==> src/rtl/round_timer_if.sv <==
// Control and display bundle for the countdown round timer.
// The game FSM drives the master side and the timer implements the slave side.
interface round_timer_if;
    logic       load;
    logic [5:0] load_val;
    logic       start;
    logic       pause;
    logic [5:0] remaining;
    logic [3:0] tens;
    logic [3:0] ones;
    logic       running;
    logic       warning;
    logic       expired;
    logic       expired_pulse;

    modport master (
        output load, load_val, start, pause,
        input  remaining, tens, ones, running, warning, expired, expired_pulse
    );

    modport slave (
        input  load, load_val, start, pause,
        output remaining, tens, ones, running, warning, expired, expired_pulse
    );
endinterface

==> src/rtl/round_timer.sv <==
// Countdown game-round timer. It loads a round length and counts down once per
// clk_1hz edge while running. It keeps binary and BCD copies of the remaining
// time in step with each other, and flags the warning window and expiry.
module round_timer #(
    parameter int unsigned DEFAULT_SECS = 60,
    parameter int unsigned WARN_SECS    = 10
) (
    input logic          clk_1hz,
    input logic          rst_n,
    round_timer_if.slave bus
);
    localparam logic [5:0] DefSecs = 6'(DEFAULT_SECS);
    localparam logic [5:0] WarnSecs = 6'(WARN_SECS);
    localparam logic [3:0] DefTens = 4'(DEFAULT_SECS / 10);
    localparam logic [3:0] DefOnes = 4'(DEFAULT_SECS % 10);

    typedef enum logic [1:0] {StIdle, StRun, StPause, StDone} state_e;

    state_e     r_state;
    logic [5:0] r_remaining;
    logic [3:0] r_tens;
    logic [3:0] r_ones;
    logic       r_running;
    logic       r_warning;
    logic       r_expired;
    logic       r_expired_pulse;

    logic [5:0] w_load_secs;
    logic [5:0] w_load_rest;
    logic [3:0] w_load_tens;
    logic [3:0] w_load_ones;

    state_e     w_state_nxt;
    logic [5:0] w_rem_nxt;
    logic [3:0] w_tens_nxt;
    logic [3:0] w_ones_nxt;
    logic       w_pulse_nxt;

    // Convert the value being loaded to BCD by repeated compare/subtract-10.
    always_comb begin
        w_load_secs = (bus.load_val == 6'd0) ? DefSecs : bus.load_val;
        w_load_rest = w_load_secs;
        w_load_tens = 4'd0;
        for (int i = 0; i < 6; i++) begin
            if (w_load_rest >= 6'd10) begin
                w_load_rest = w_load_rest - 6'd10;
                w_load_tens = w_load_tens + 4'd1;
            end
        end
        w_load_ones = w_load_rest[3:0];
    end

    // Next state and next count. The input priority is load, then start & pause, then start,
    // then pause.
    always_comb begin
        w_state_nxt = r_state;
        w_rem_nxt   = r_remaining;
        w_tens_nxt  = r_tens;
        w_ones_nxt  = r_ones;
        w_pulse_nxt = 1'b0;
        if (bus.load) begin
            w_state_nxt = StIdle;
            w_rem_nxt   = w_load_secs;
            w_tens_nxt  = w_load_tens;
            w_ones_nxt  = w_load_ones;
        end else begin
            unique case (r_state)
                StIdle, StPause: begin
                    if (bus.start && !bus.pause) w_state_nxt = StRun;
                end
                StRun: begin
                    if (bus.pause && !bus.start) begin
                        w_state_nxt = StPause;
                    end else if (r_remaining <= 6'd1) begin
                        // Saturate at zero so the count never wraps to 63.
                        w_state_nxt = StDone;
                        w_rem_nxt   = 6'd0;
                        w_tens_nxt  = 4'd0;
                        w_ones_nxt  = 4'd0;
                        w_pulse_nxt = 1'b1;
                    end else begin
                        w_rem_nxt = r_remaining - 6'd1;
                        if (r_ones == 4'd0) begin
                            w_ones_nxt = 4'd9;
                            w_tens_nxt = r_tens - 4'd1;
                        end else begin
                            w_ones_nxt = r_ones - 4'd1;
                        end
                    end
                end
                StDone: ;
                default: w_state_nxt = StIdle;
            endcase
        end
    end

    // Register the state, the count and all flags. The flags come from the next-state
    // values, so each one changes on the same edge as the count.
    always_ff @(posedge clk_1hz or negedge rst_n) begin
        if (!rst_n) begin
            r_state         <= StIdle;
            r_remaining     <= DefSecs;
            r_tens          <= DefTens;
            r_ones          <= DefOnes;
            r_running       <= 1'b0;
            r_warning       <= 1'b0;
            r_expired       <= 1'b0;
            r_expired_pulse <= 1'b0;
        end else begin
            r_state         <= w_state_nxt;
            r_remaining     <= w_rem_nxt;
            r_tens          <= w_tens_nxt;
            r_ones          <= w_ones_nxt;
            r_running       <= (w_state_nxt == StRun);
            r_warning       <= ((w_state_nxt == StRun) || (w_state_nxt == StPause)) &&
                               (w_rem_nxt != 6'd0) && (w_rem_nxt <= WarnSecs);
            r_expired       <= (w_state_nxt == StDone);
            r_expired_pulse <= w_pulse_nxt;
        end
    end

    assign bus.remaining     = r_remaining;
    assign bus.tens          = r_tens;
    assign bus.ones          = r_ones;
    assign bus.running       = r_running;
    assign bus.warning       = r_warning;
    assign bus.expired       = r_expired;
    assign bus.expired_pulse = r_expired_pulse;
endmodule
==> src/flat_wrapper.sv <==
// flat-port wrapper written by rule: the top's interface ports become plain ports
module round_timer_flat 
#(
    parameter int unsigned DEFAULT_SECS = 60,
    parameter int unsigned WARN_SECS    = 10
)
  (clk_1hz, rst_n, bus_load, bus_load_val, bus_start, bus_pause, bus_remaining, bus_tens, bus_ones, bus_running, bus_warning, bus_expired, bus_expired_pulse);
  round_timer_if bus_i ();
  input logic clk_1hz;
  input logic rst_n;
  input wire logic [$bits(bus_i.load)-1:0] bus_load;
  input wire logic [$bits(bus_i.load_val)-1:0] bus_load_val;
  input wire logic [$bits(bus_i.start)-1:0] bus_start;
  input wire logic [$bits(bus_i.pause)-1:0] bus_pause;
  output wire logic [$bits(bus_i.remaining)-1:0] bus_remaining;
  output wire logic [$bits(bus_i.tens)-1:0] bus_tens;
  output wire logic [$bits(bus_i.ones)-1:0] bus_ones;
  output wire logic [$bits(bus_i.running)-1:0] bus_running;
  output wire logic [$bits(bus_i.warning)-1:0] bus_warning;
  output wire logic [$bits(bus_i.expired)-1:0] bus_expired;
  output wire logic [$bits(bus_i.expired_pulse)-1:0] bus_expired_pulse;
  assign bus_i.load = bus_load;
  assign bus_i.load_val = bus_load_val;
  assign bus_i.start = bus_start;
  assign bus_i.pause = bus_pause;
  assign bus_remaining = bus_i.remaining;
  assign bus_tens = bus_i.tens;
  assign bus_ones = bus_i.ones;
  assign bus_running = bus_i.running;
  assign bus_warning = bus_i.warning;
  assign bus_expired = bus_i.expired;
  assign bus_expired_pulse = bus_i.expired_pulse;
  round_timer #(.DEFAULT_SECS(DEFAULT_SECS), .WARN_SECS(WARN_SECS)) u_core (.clk_1hz(clk_1hz), .rst_n(rst_n), .bus(bus_i));
endmodule
==> config.mk <==
export PLATFORM = sky130hd
export DESIGN_NAME = round_timer_flat
export DESIGN_NICKNAME = d
export VERILOG_FILES = /design/src/rtl/round_timer_if.sv /design/src/rtl/round_timer.sv /design/src/flat_wrapper.sv
export SDC_FILE = /design/constraint.sdc
export NUM_CORES = 1
export LEC_CHECK = 0
export BUFFER_PORTS_ARGS = -buffer_cell sky130_fd_sc_hd__buf_2
export CORE_MARGIN = 1.5
export CORE_UTILIZATION = 40
export DETAILED_ROUTE_END_ITERATION = 10
export PLACE_DENSITY_LB_ADDON = 0.3
export SLEW_MARGIN = 20
export SYNTH_ARGS = -nofsm -noshare
export SYNTH_HDL_FRONTEND = slang
export SYNTH_SLANG_ARGS = --single-unit
==> constraint.sdc <==
create_clock -name clk_1hz -period 2.95 [get_ports clk_1hz]
set_clock_uncertainty 0.05 [all_clocks]
set_input_delay 0.59 -clock clk_1hz [delete_from_list [all_inputs] [get_ports clk_1hz]]
set_output_delay 0.59 -clock clk_1hz [all_outputs]
set_load 0.01 [all_outputs]
# [Word level (Yosys, flattened, before mapping)]
# Cells that the tools add are included.
[word_totals] register_bits=20 inputBits=11 out_inout_bits=18
[op_classes] addsub=14 n_lt_le_gt_ge=8 n_eq_ne=6 muxes=36 n_reduce_logical=16
[ops] op="2-to-1 mux 4 bit" n=16
[ops] op="2-to-1 mux 6 bit" n=10
[ops] op=">= comparator 6 x 4 -> 1 bit (second input constant)" n=6
[ops] op="subtractor 6 x 4 -> 6 bit (second input constant)" n=5
[ops] op="adder 4 x 1 -> 4 bit (second input constant)" n=4
[ops] op="2-to-1 mux 2 bit" n=4
[ops] op="subtractor 4 x 1 -> 4 bit (second input constant)" n=2
[ops] op="equality test 2 bit (second input constant)" n=3
[ops] op="<= comparator 6 x 1 -> 1 bit (second input constant)" n=1
[ops] op="<= comparator 6 x 4 -> 1 bit (second input constant)" n=1
[ops] op="logical NOT 6 bit" n=1
[ops] op="nonzero test 6 bit" n=1
[ops] op="subtractor 6 x 1 -> 6 bit (second input constant)" n=1
[ops] op="2-to-1 mux 1 bit" n=5
[ops] op="equality test 2 x 1 -> 1 bit (second input constant)" n=2
[ops] op="logical AND 1 bit" n=4
[ops] op="logical NOT 4 bit" n=1
[ops] op="case mux 2 bit (2 select lines)" n=1
[ops] op="subtractor 4 bit (second input constant)" n=1
[ops] op="AND reduction 3 bit" n=1
[ops] op="nonzero test 3 bit" n=1
[ops] op="adder 1 x 1 -> 2 bit (second input constant)" n=1
[ops] op="logical NOT 1 bit" n=2
[ops] op="logical NOT 2 bit" n=1
[ops] op="5 further kinds" n=5

# [Longest topological paths before layout]
# Gate-level depths: netlist (run 1).
[depth] ltp_word=15 ltp_mapped=32 depth_no_buf=31

# [Least setup slack after synthesis (run 1)]
# Ideal clock, no wire load.
[synth_timing] path_type="input -> register" startpoint="input bus_load_val[3]" endpoint="register u_core.r_tens[1] (netlist: u_core.bus.tens[1])" setup_time_ps=87 arrival_ps=5949 required_ps=2813 slack_ps=-3137 path_stages=29 cell_sequence="buf_6 or4_4 o221a_4 inv_4 ha_1 nand4_1 a21o_2 nand2_2 inv_2 mux2i_1 ha_1 nor2b_1 nor2_1 a22oi_1 o32ai_1 nand2_1 mux2_2 ha_1 o311ai_2 nand3_4 mux2_2 ha_1 o21ba_2 nor2_1 ha_1 nand2_1 a211oi_1 a311oi_1 o21ai_1"
[synth_via] elab_chain_cells=15
[synth_lines] element="start, declared" line_no="flat_wrapper.sv:12" source="input wire logic [$bits(bus_i.load_val)-1:0] bus_load_val;"
[synth_lines] element="logical NOT 6 bit" line_no="round_timer.sv:41" source="w_load_secs = (bus.load_val == 6'd0) ? DefSecs : bus.load_val;"
[synth_lines] element="2-to-1 mux 6 bit (*)" line_no="round_timer.sv:41"
[synth_lines] element="subtractor 6 x 4 -> 6 bit or >= comparator 6 x 4 -> 1 bit (tied branches)" line_no="round_timer.sv:46, round_timer.sv:45"
[synth_lines] element="2-to-1 mux 6 bit or 2-to-1 mux 1 bit (tied branches)" line_no="round_timer.sv:45" source="if (w_load_rest >= 6'd10) begin"
[synth_lines] element="subtractor 6 x 4 -> 6 bit, or another cell as far along" line_no="round_timer.sv:46" source="w_load_rest = w_load_rest - 6'd10;"
[synth_lines] element="2-to-1 mux 6 bit or 2-to-1 mux 4 bit (tied branches)" line_no="round_timer.sv:45"
[synth_lines] element="subtractor 6 x 4 -> 6 bit, or another cell as far along" line_no="round_timer.sv:46"
[synth_lines] element="2-to-1 mux 6 bit or 2-to-1 mux 4 bit (tied branches)" line_no="round_timer.sv:45"
[synth_lines] element="subtractor 6 x 4 -> 6 bit, or another cell as far along" line_no="round_timer.sv:46"
[synth_lines] element="2-to-1 mux 6 bit or 2-to-1 mux 4 bit (tied branches)" line_no="round_timer.sv:45"
[synth_lines] element="subtractor 6 x 4 -> 6 bit, or another cell as far along" line_no="round_timer.sv:46"
[synth_lines] element="2-to-1 mux 6 bit or 2-to-1 mux 4 bit (tied branches)" line_no="round_timer.sv:45"
[synth_lines] element=">= comparator 6 x 4 -> 1 bit or adder 4 x 1 -> 4 bit (tied branches)" line_no="round_timer.sv:45, round_timer.sv:47"
[synth_lines] element="2-to-1 mux 4 bit (*)" line_no="round_timer.sv:45"
[synth_lines] element="2-to-1 mux 4 bit (*)" line_no="round_timer.sv:61" source="if (bus.load) begin"
[synth_lines] element="end signal, assigned" line_no="round_timer.sv:103" source="r_tens <= DefTens;"
[synth_lines] element="end signal, assigned" line_no="round_timer.sv:112" source="r_tens <= w_tens_nxt;"
[synth_lines] element="end, declared" line_no="round_timer.sv:21" source="logic [3:0] r_tens;"
# Every way passes the cells marked *; elsewhere a longest branch is shown, timed or not.
# A chain may end at the register's enable or synchronous reset.

# [Worst setup path in the final report (run 1)]
[layout_timing] startpoint="input bus_load_val[1]" endpoint="register u_core.r_tens[1] (netlist: u_core.bus.tens[1])"
# Same word-level chain as after synthesis.

==> out/metrics.json, run 1 <==
{
  "fin_crit": {"value": 5110, "unit": "ps"},
  "rr_worst_depth": {"value": 8},
  "use_met2": {"value": 42.4, "unit": "%"},
  "grt_use_total": {"value": 22.7, "unit": "%"},
  "crit-reg2reg-launch": {"value": "u_core.bus.remaining[2]$_DFF_PN1_"},
  "final_layout_size_suffix_gt1_share": {"value": 45.7, "unit": "%"},
  "post-route-worst-setup-slack": {"value": -2160, "unit": "ps"},
  "dpl.cell_count": {"value": 510},
  "die_y": {"value": 85.0, "unit": "µm"},
  "dp_slack": {"value": -2510, "unit": "ps"},
  "synth.ff_latch_count": {"value": 20},
  "synthDominantAreaCellType": {"value": "sky130_fd_sc_hd__dfrtp_1"},
  "drtPass1Iterations": {"value": 7},
  "async_reset_ff_share": {"value": 100, "unit": "%"},
  "finalCoreUtilization": {"value": 61.6, "unit": "%"},
  "cts-htree-levels": {"value": 1},
  "timing.critical_path.required": {"value": 3080, "unit": "ps"},
  "rows": {"value": 29},
  "run_status": {"value": "finished, violations left"},
  "grt_pass1_vias": {"value": 2983},
  "clock_tree_from_tritoncts": {"value": "done"},
  "n_antenna_cell": {"value": 0},
  "cts_made_buffers": {"value": 3},
  "timing.hold.worst.class": {"value": "in -> async"},
  "worst-path-max-fanout": {"value": 3},
  "initial_utilization": {"value": 41.9, "unit": "%"},
  "vdd_ir_drop_max": {"value": 0.228, "unit": "mV"},
  "violations_in_the_final_reports": {"value": "DRC, setup timing"},
  "hpwlAfterDp": {"value": 6280, "unit": "µm"},
  "power.total": {"value": 2.31, "unit": "mW"},
  "routabilityCongestion": {"value": 0.930},
  "slowest_stage": {"value": "sky130_fd_sc_hd__or4_4"},
  "synthCells": {"value": 329},
  "cts.hold.buffers_added": {"value": 0},
  "routed_wire_length_per_instance": {"value": 15.5, "unit": "µm"},
  "setup_viol": {"value": 7},
  "wire_length_of_the_first_global_routing_pass": {"value": 13600, "unit": "µm"},
  "grt_setup_unrepaired": {"value": "true"},
  "number_of_top_level_design_ports": {"value": 29},
  "timing_worst_slew_pin_value": {"value": 530, "unit": "ps"},
  "number_of_i_o_port_buffers": {"value": 28},
  "r2r-end": {"value": "u_core.bus.warning$_DFF_PN0_"},
  "grt.met1_usage": {"value": 28.3, "unit": "%"},
  "remaining_drc_errors": {"value": 6},
  "synth_area": {"value": 2690, "unit": "µm²"},
  "reg2reg_setup_slack": {"value": 130, "unit": "ps"},
  "finalCritPeriodShare": {"value": 173, "unit": "%"},
  "wl": {"value": 8260, "unit": "µm"},
  "worst-setup-path-type": {"value": "in -> reg"},
  "maximum_frequency_from_static_timing_analysis": {"value": 196, "unit": "MHz"},
  "grt.met3_usage": {"value": 1.17, "unit": "%"},
  "cts_root_buf": {"value": "sky130_fd_sc_hd__clkbuf_8"},
  "num_vias": {"value": 3065},
  "drt_first_iter_violations": {"value": 159},
  "clock_pin_slew_worst_setup_and_hold_paths": {"value": 70, "unit": "ps"},
  "placed_area": {"value": 3610, "unit": "µm²"},
  "dominantRegCellSynth": {"value": "sky130_fd_sc_hd__dfrtp_1"},
  "setup.worst_path.end_class": {"value": "register"},
  "final-hold-violation-count": {"value": 0},
  "synth_nets": {"value": 356},
  "synth_edf_count": {"value": 0},
  "pwr_density_cell": {"value": 585, "unit": "nW/µm²"},
  "finalNetCount": {"value": 485},
  "final_antenna_net_count": {"value": 0},
  "cp-start-kind": {"value": "primary input"},
  "number_of_antenna_violations_at_the_first_check_in_global_routing": {"value": 0},
  "grt_busiest_layer": {"value": "met2"},
  "leakagePower": {"value": 1.79, "unit": "nW"},
  "synth.top_cells.by_area": {"value": "sky130_fd_sc_hd__dfrtp_1 (13%), sky130_fd_sc_hd__ha_1 (7.4%), sky130_fd_sc_hd__dfstp_2 (5.9%)"},
  "yosys_warning_count": {"value": 0},
  "clkLatencyLatePin": {"value": 260, "unit": "ps"},
  "max-cap-violations": {"value": 0},
  "grt_overflow": {"value": 0},
  "flow.area_growth_from_synthesis": {"value": 47.2, "unit": "%"},
  "postSynthAreaPerCell": {"value": 8.17, "unit": "µm²"},
  "die_x": {"value": 85.0, "unit": "µm"},
  "post_drt_via_cell_ratio": {"value": 5.74},
  "proportion_of_netlist_area_held_by_the_largest_area_contributor": {"value": 13.0, "unit": "%"},
  "area_of_the_core": {"value": 6420, "unit": "µm²"},
  "synthDistinctLibCells": {"value": 84},
  "critPathMaxStageDelay": {"value": 540, "unit": "ps"},
  "post-route-cell-area": {"value": 3960, "unit": "µm²"},
  "fin_hold_ws": {"value": 217, "unit": "ps"},
  "slew_headroom": {"value": 64.7, "unit": "%"},
  "arrival": {"value": 5250, "unit": "ps"},
  "clock-sinks": {"value": 20},
  "synth-seq-area-share": {"value": 18.9, "unit": "%"},
  "cts_buffer_depth": {"value": 2},
  "grt_max_degree": {"value": 21},
  "path_common_cell": {"value": "sky130_fd_sc_hd__ha_4"},
  "floorplan.die_area": {"value": 7220, "unit": "µm²"},
  "final-max-slew-violation-count": {"value": 0},
  "fin_setup_tns": {"value": -14460, "unit": "ps"},
  "finish.cell_count_without_fillers": {"value": 534}
}
## worst max-delay path: cells and delay by family
kind                       cells  cell delay [ps]
and+or+nand+nor                9             1360
AOI/OAI and AO/OA              9             1220
muxes                          3              870
buffers and inverters          3              210
adders and majority gates      5              980
## cell usage after synthesis, drive strengths merged (3+ instances only)
library cell	count
a31oi	6
nor2b	3
nand2b	6
a221oi	4
a22oi	4
o22ai	4
o221ai	3
nand4	3
a2bb2oi	3
a21oi	25
nand3	6
nand2	22
mux2	4
nor3	14
buf	8
clkbuf	4
a211oi	8
nor4	7
a21o	4
mux2i	5
o21ai	21
xnor2	10
and3	3
or2	4
a31o	3
dfstp	6
o21a	3
nor2	31
xor2	4
o311ai	3
ha	16
dfrtp	14
or3	6
and2	3
inv	23
## per-layer routing
| layer | part of all wire [%] | up-vias |
|---|---|---|
| met5 | 0 | - |
| met4 | 1.7 | 0 |
| met3 | 2.7 | 12 |
| met2 | 52 | 72 |
| met1 | 44 | 1474 |
| li1 | - | 1507 |
## state kept, by name, indices dropped and copies added (netlist names)
signal	count
u_core.bus.ones	4
u_core.bus.expired	1
u_core.r_state	2
u_core.bus.warning	1
u_core.bus.remaining	6
u_core.bus.running	1
u_core.bus.expired_pulse	1
u_core.bus.tens	4
## layout make-up
type / instances / area (µm²)
inverters: 24 / 95.1
fillers: 541 / 2460
clock inverters: 1 / 30.0
repair buffers: 136 / 991
well taps: 77 / 96.3
flip-flops and latches: 20 / 508
clock buffers: 3 / 41.3
multi-input cells: 273 / 2200
## cell families (layout without fill, tap and decap cells)
family                   Yosys count  count (layout)  synth area share (%)
AND/OR/NAND/NOR                  114             114                  22.7
XOR/XNOR                          14              14                  4.56
flip-flops                        20              20                  18.9
buffers and inverters             36             164                  6.42
adder cells (fa/ha/maj)           16              16                  7.45
multiplexers                       9               9                  3.68
AO/OA/AOI/OAI                    120             120                  36.3
## cells in the final DEF, fill, tap and decap left out, types with 4 or more instances in the layout
cell and count:
sky130_fd_sc_hd__buf_6 4, sky130_fd_sc_hd__nand3_1 5, sky130_fd_sc_hd__buf_4 104, sky130_fd_sc_hd__a21oi_1 23, sky130_fd_sc_hd__nor2_1 29, sky130_fd_sc_hd__dfstp_2 6
sky130_fd_sc_hd__nor3_1 11, sky130_fd_sc_hd__ha_1 10, sky130_fd_sc_hd__a211oi_1 5, sky130_fd_sc_hd__o21ai_1 4, sky130_fd_sc_hd__a31oi_1 6, sky130_fd_sc_hd__o21ai_0 15
sky130_fd_sc_hd__or3_1 5, sky130_fd_sc_hd__nand2_1 19, sky130_fd_sc_hd__ha_4 4, sky130_fd_sc_hd__xor2_1 4, sky130_fd_sc_hd__nor4_1 6, sky130_fd_sc_hd__buf_2 26
sky130_fd_sc_hd__xnor2_1 8, sky130_fd_sc_hd__dfrtp_1 14, sky130_fd_sc_hd__nand2b_1 6, sky130_fd_sc_hd__inv_1 21
## report_power, final
part	internal, mW	switching, mW
clock network	0.181	0.0905
registers	0.349	0.0634
logic	0.843	0.787
total	1.37	0.941
## timing repair
action	in CTS	in global routing
pin swaps	16	21
endpoints found under the hold margin	0	0
resized for setup	12	13
cloned	0	0
setup endpoints to repair	7	8
setup buffers	14	7
## worst max-delay path by stage
stage | slack [ps] | from | end | depth (start not counted)
final | -2160 | bus_load_val[1] | u_core.bus.tens[1]$_DFFE_PN1P_ | 29
after detailed placement | -2510 | bus_load_val[1] | u_core.bus.tens[1]$_DFFE_PN1P_ | 29
after CTS | -2240 | bus_load_val[0] | u_core.bus.tens[1]$_DFFE_PN1P_ | 29
after floorplan | -2600 | bus_load_val[3] | u_core.bus.tens[1]$_DFFE_PN1P_ | 29
after global routing | -2340 | bus_load_val[1] | u_core.bus.tens[1]$_DFFE_PN1P_ | 29
after global placement | -2300 | bus_load_val[1] | u_core.bus.tens[1]$_DFFE_PN1P_ | 29
Note: power is estimated with default switching activity, not from simulation.
==> run 2, diff against run 1 <==
Clock period 2.95 ns to 4.5 ns, I/O delays scaled along.
==> out/metrics.json, run 2 (same netlist as run 1, synthesis figures left out) <==
{
  "n_antenna_cell": {"value": 0, "change": "unchanged"},
  "timing_worst_slew_pin_value": {"value": 551, "unit": "ps", "change": "+21.2 ps"},
  "worst-path-max-fanout": {"value": 3, "change": "unchanged"},
  "leakagePower": {"value": 1.77, "unit": "nW", "change": "-1.2%"},
  "route.layer.met1.wl": {"value": 3550, "unit": "µm", "change": "-2.1%"},
  "rows": {"value": 29, "change": "unchanged"},
  "wire_length_of_the_first_global_routing_pass": {"value": 13200, "unit": "µm", "change": "-2.9%"},
  "violations_in_the_final_reports": {"value": "DRC, setup timing"},
  "setup_viol": {"value": 7, "change": "unchanged"},
  "maximum_frequency_from_static_timing_analysis": {"value": 185, "unit": "MHz"},
  "clock-sinks": {"value": 20, "change": "unchanged"},
  "slowest_stage": {"value": "sky130_fd_sc_hd__or4_4"},
  "hpwlAfterDp": {"value": 6080, "unit": "µm", "change": "-3.2%"},
  "grt_max_degree": {"value": 21, "change": "unchanged"},
  "filler_cell_count_in_the_final_layout": {"value": 569, "change": "+5.2%"},
  "final_layout_size_suffix_gt1_share": {"value": 45.7, "unit": "%", "change": "-0.076 points"},
  "num_vias": {"value": 3019, "change": "-1.5%"},
  "number_of_top_level_design_ports": {"value": 29, "change": "unchanged"},
  "finalCoreUtilization": {"value": 61.3, "unit": "%", "change": "-0.27 points"},
  "grt_use_total": {"value": 21.8, "unit": "%", "change": "-0.92 points"},
  "drt_first_iter_violations": {"value": 144, "change": "-9.4%"},
  "area.sequential": {"value": 508, "unit": "µm²", "change": "unchanged"},
  "pwr_density_cell": {"value": 392, "unit": "nW/µm²", "change": "-33%"},
  "max-cap-violations": {"value": 0, "change": "unchanged"},
  "cp-start-kind": {"value": "primary input"},
  "met2WireLength": {"value": 4030, "unit": "µm", "change": "-5.8%"},
  "post-route-cell-area": {"value": 3940, "unit": "µm²", "change": "-0.44%"},
  "layout.cells.most_common_list": {"value": "sky130_fd_sc_hd__buf_4 (97), sky130_fd_sc_hd__nor2_1 (29), sky130_fd_sc_hd__buf_2 (27)"},
  "share_clk_of_total_power": {"value": 11.7, "unit": "%", "change": "about the same"},
  "vdd_ir_drop_max": {"value": 0.186, "unit": "mV", "change": "-19%"},
  "initial_utilization": {"value": 41.9, "unit": "%", "change": "unchanged"},
  "timing.critical_path.required": {"value": 4640, "unit": "ps", "change": "+1560 ps"},
  "timing.hold.worst.class": {"value": "reg -> reg"},
  "dpl.cell_count": {"value": 508, "change": "-0.39%"},
  "critical_path.top_delay_family": {"value": "compound AO/OA/AOI/OAI gates"},
  "p_sw": {"value": 0.624, "unit": "mW", "change": "-34%"},
  "final-hold-violation-count": {"value": 0, "change": "unchanged"},
  "final-max-slew-violation-count": {"value": 0, "change": "unchanged"},
  "fin_crit": {"value": 5400, "unit": "ps"},
  "area_of_the_core": {"value": 6420, "unit": "µm²", "change": "unchanged"},
  "critical_path.n_buffers_inverters": {"value": 3, "change": "unchanged"},
  "clock_pin_slew_worst_setup_and_hold_paths": {"value": 80, "unit": "ps", "change": "about the same"},
  "setup.worst_path.end_class": {"value": "register"},
  "routed_wire_length_per_instance": {"value": 15.1, "unit": "µm", "change": "-2.1%"},
  "placed_area": {"value": 3590, "unit": "µm²", "change": "-0.76%"},
  "largest_register_ffs": {"value": 6, "change": "unchanged"},
  "critPathMaxStageDelay": {"value": 530, "unit": "ps", "change": "about the same"},
  "remaining_drc_errors": {"value": 6, "change": "unchanged"},
  "dp_slack": {"value": -1210, "unit": "ps", "change": "+1300 ps"},
  "floorplan.die_area": {"value": 7220, "unit": "µm²", "change": "unchanged"},
  "run_status": {"value": "finished, violations left"},
  "p_seq_share": {"value": 17.5, "unit": "%", "change": "-0.3 points"},
  "final_antenna_net_count": {"value": 0, "change": "unchanged"},
  "cts_root_buf": {"value": "sky130_fd_sc_hd__clkbuf_8"},
  "arrival": {"value": 5540, "unit": "ps", "change": "+290 ps"},
  "flow.area_growth_from_synthesis": {"value": 46.5, "unit": "%"},
  "number_of_i_o_port_buffers": {"value": 28, "change": "unchanged"},
  "cts_made_buffers": {"value": 3, "change": "unchanged"},
  "topRoutingLayerUsed": {"value": "met4"},
  "path_common_cell": {"value": "sky130_fd_sc_hd__ha_4"},
  "drtPass1Iterations": {"value": 7, "change": "unchanged"},
  "cts-htree-levels": {"value": 1, "change": "unchanged"},
  "switching_share": {"value": 40.5, "unit": "%", "change": "-0.20 points"},
  "die_y": {"value": 85.0, "unit": "µm", "change": "unchanged"},
  "power.total": {"value": 1.54, "unit": "mW", "change": "-33%"},
  "finish.cell_count_without_fillers": {"value": 526, "change": "-1.5%"},
  "grt_setup_unrepaired": {"value": "true"},
  "slew_headroom": {"value": 63.1, "unit": "%", "change": "-1.5 points"},
  "finalNetCount": {"value": 477, "change": "-1.6%"},
  "post_drt_via_cell_ratio": {"value": 5.74, "change": "about the same"},
  "multi_input_area": {"value": 2260, "unit": "µm²", "change": "+2.8%"},
  "p_int": {"value": 0.919, "unit": "mW", "change": "-33%"},
  "post-route-worst-setup-slack": {"value": -897, "unit": "ps", "change": "+1270 ps"},
  "grt_overflow": {"value": 0, "change": "unchanged"},
  "clock_tree_from_tritoncts": {"value": "done"},
  "worst-setup-path-type": {"value": "in -> reg"},
  "finalCritPeriodShare": {"value": 120, "unit": "%"},
  "detailroute.wirelength.met3": {"value": 299, "unit": "µm", "change": "+36%"},
  "routabilityCongestion": {"value": 0.919, "change": "-1.2%"},
  "layout.cells.most_common": {"value": "sky130_fd_sc_hd__buf_4"},
  "die_x": {"value": 85.0, "unit": "µm", "change": "unchanged"},
  "share_comb_of_total_power": {"value": 70.9, "unit": "%", "change": "+0.5 points"},
  "number_of_antenna_violations_at_the_first_check_in_global_routing": {"value": 0, "change": "unchanged"},
  "clkLatencyLatePin": {"value": 260, "unit": "ps", "change": "about the same"},
  "cts_buffer_depth": {"value": 2, "change": "unchanged"},
  "wl": {"value": 7970, "unit": "µm", "change": "-3.5%"},
  "grt_pass1_vias": {"value": 2918, "change": "-2.2%"}
}
## run 2: per-stage QoR
stage / TNS (ps) / hold slack (ps)
floorplan: -7570 / 521
global placement: -6530 / 498
detailed placement: -7430 / 507
CTS: -5610 / 523
global route: -6590 / 556
finish: -5100 / 516
## run 2: power groups by stage
stage | logic, mW | registers (mW) | clock network (mW)
2_1_floorplan | 0.587 | 0.286 | 0
3_3_place_gp | 0.900 | 0.270 | 0
3_5_place_dp | 0.921 | 0.272 | 0
4_1_cts | 1.01 | 0.269 | 0.180
5_1_grt | 1.20 | 0.276 | 0.186
6_report | 1.09 | 0.270 | 0.180
## run 2: path summary, 6_finish.rpt
kind                       depth (start not counted)                               from                              to  slack (ps)
setup / recovery                                  29                    bus_load_val[1]  u_core.bus.tens[1]$_DFFE_PN1P_        -900
min in group asynchronous                          1                              rst_n    u_core.bus.warning$_DFF_PN0_         530
hold reg to reg                                    2     u_core.bus.tens[0]$_DFFE_PN0P_  u_core.bus.tens[0]$_DFFE_PN0P_         520
setup reg to reg                                   8  u_core.bus.remaining[2]$_DFF_PN1_    u_core.bus.warning$_DFF_PN0_        1660
hold / removal                                     2     u_core.bus.tens[0]$_DFFE_PN0P_  u_core.bus.tens[0]$_DFFE_PN0P_         520
max in group asynchronous                          1                              rst_n  u_core.bus.tens[2]$_DFFE_PN1P_        3530
## run 2: what timing repair did
| action | in CTS | in global routing |
|---|---|---|
| resized for setup | 20 | 17 |
| pin swaps | 9 | 11 |
| buffers inserted | 10 | 7 |
| hold buffers | 0 | 0 |
| setup endpoints to repair | 7 | 7 |
## run 2: cell type report
cell class | count | area share (%)
flip-flops and latches | 20 | 12.9
well taps | 77 | 2.45
repair buffers | 128 | 23.1
multi-input cells | 273 | 57.3
clock inverters | 1 | 0.762
clock buffers | 3 | 1.05
inverters | 24 | 2.48
## run 2: metal layers
| metal | GRT usage, % | vias to the layer above |
|---|---|---|
| met4 | 4.32 | 0 |
| met1 | 28.3 | 1444 |
| met2 | 39.8 | 67 |
| li1 | - | 1496 |
| met5 | 0 | - |
| met3 | 1.46 | 12 |
## run 2: worst min-delay path, cell delays in order, from the launching register on
cell and delay, ps:
sky130_fd_sc_hd__dfrtp_1 400, sky130_fd_sc_hd__nand2_1 60, sky130_fd_sc_hd__o221ai_1 60
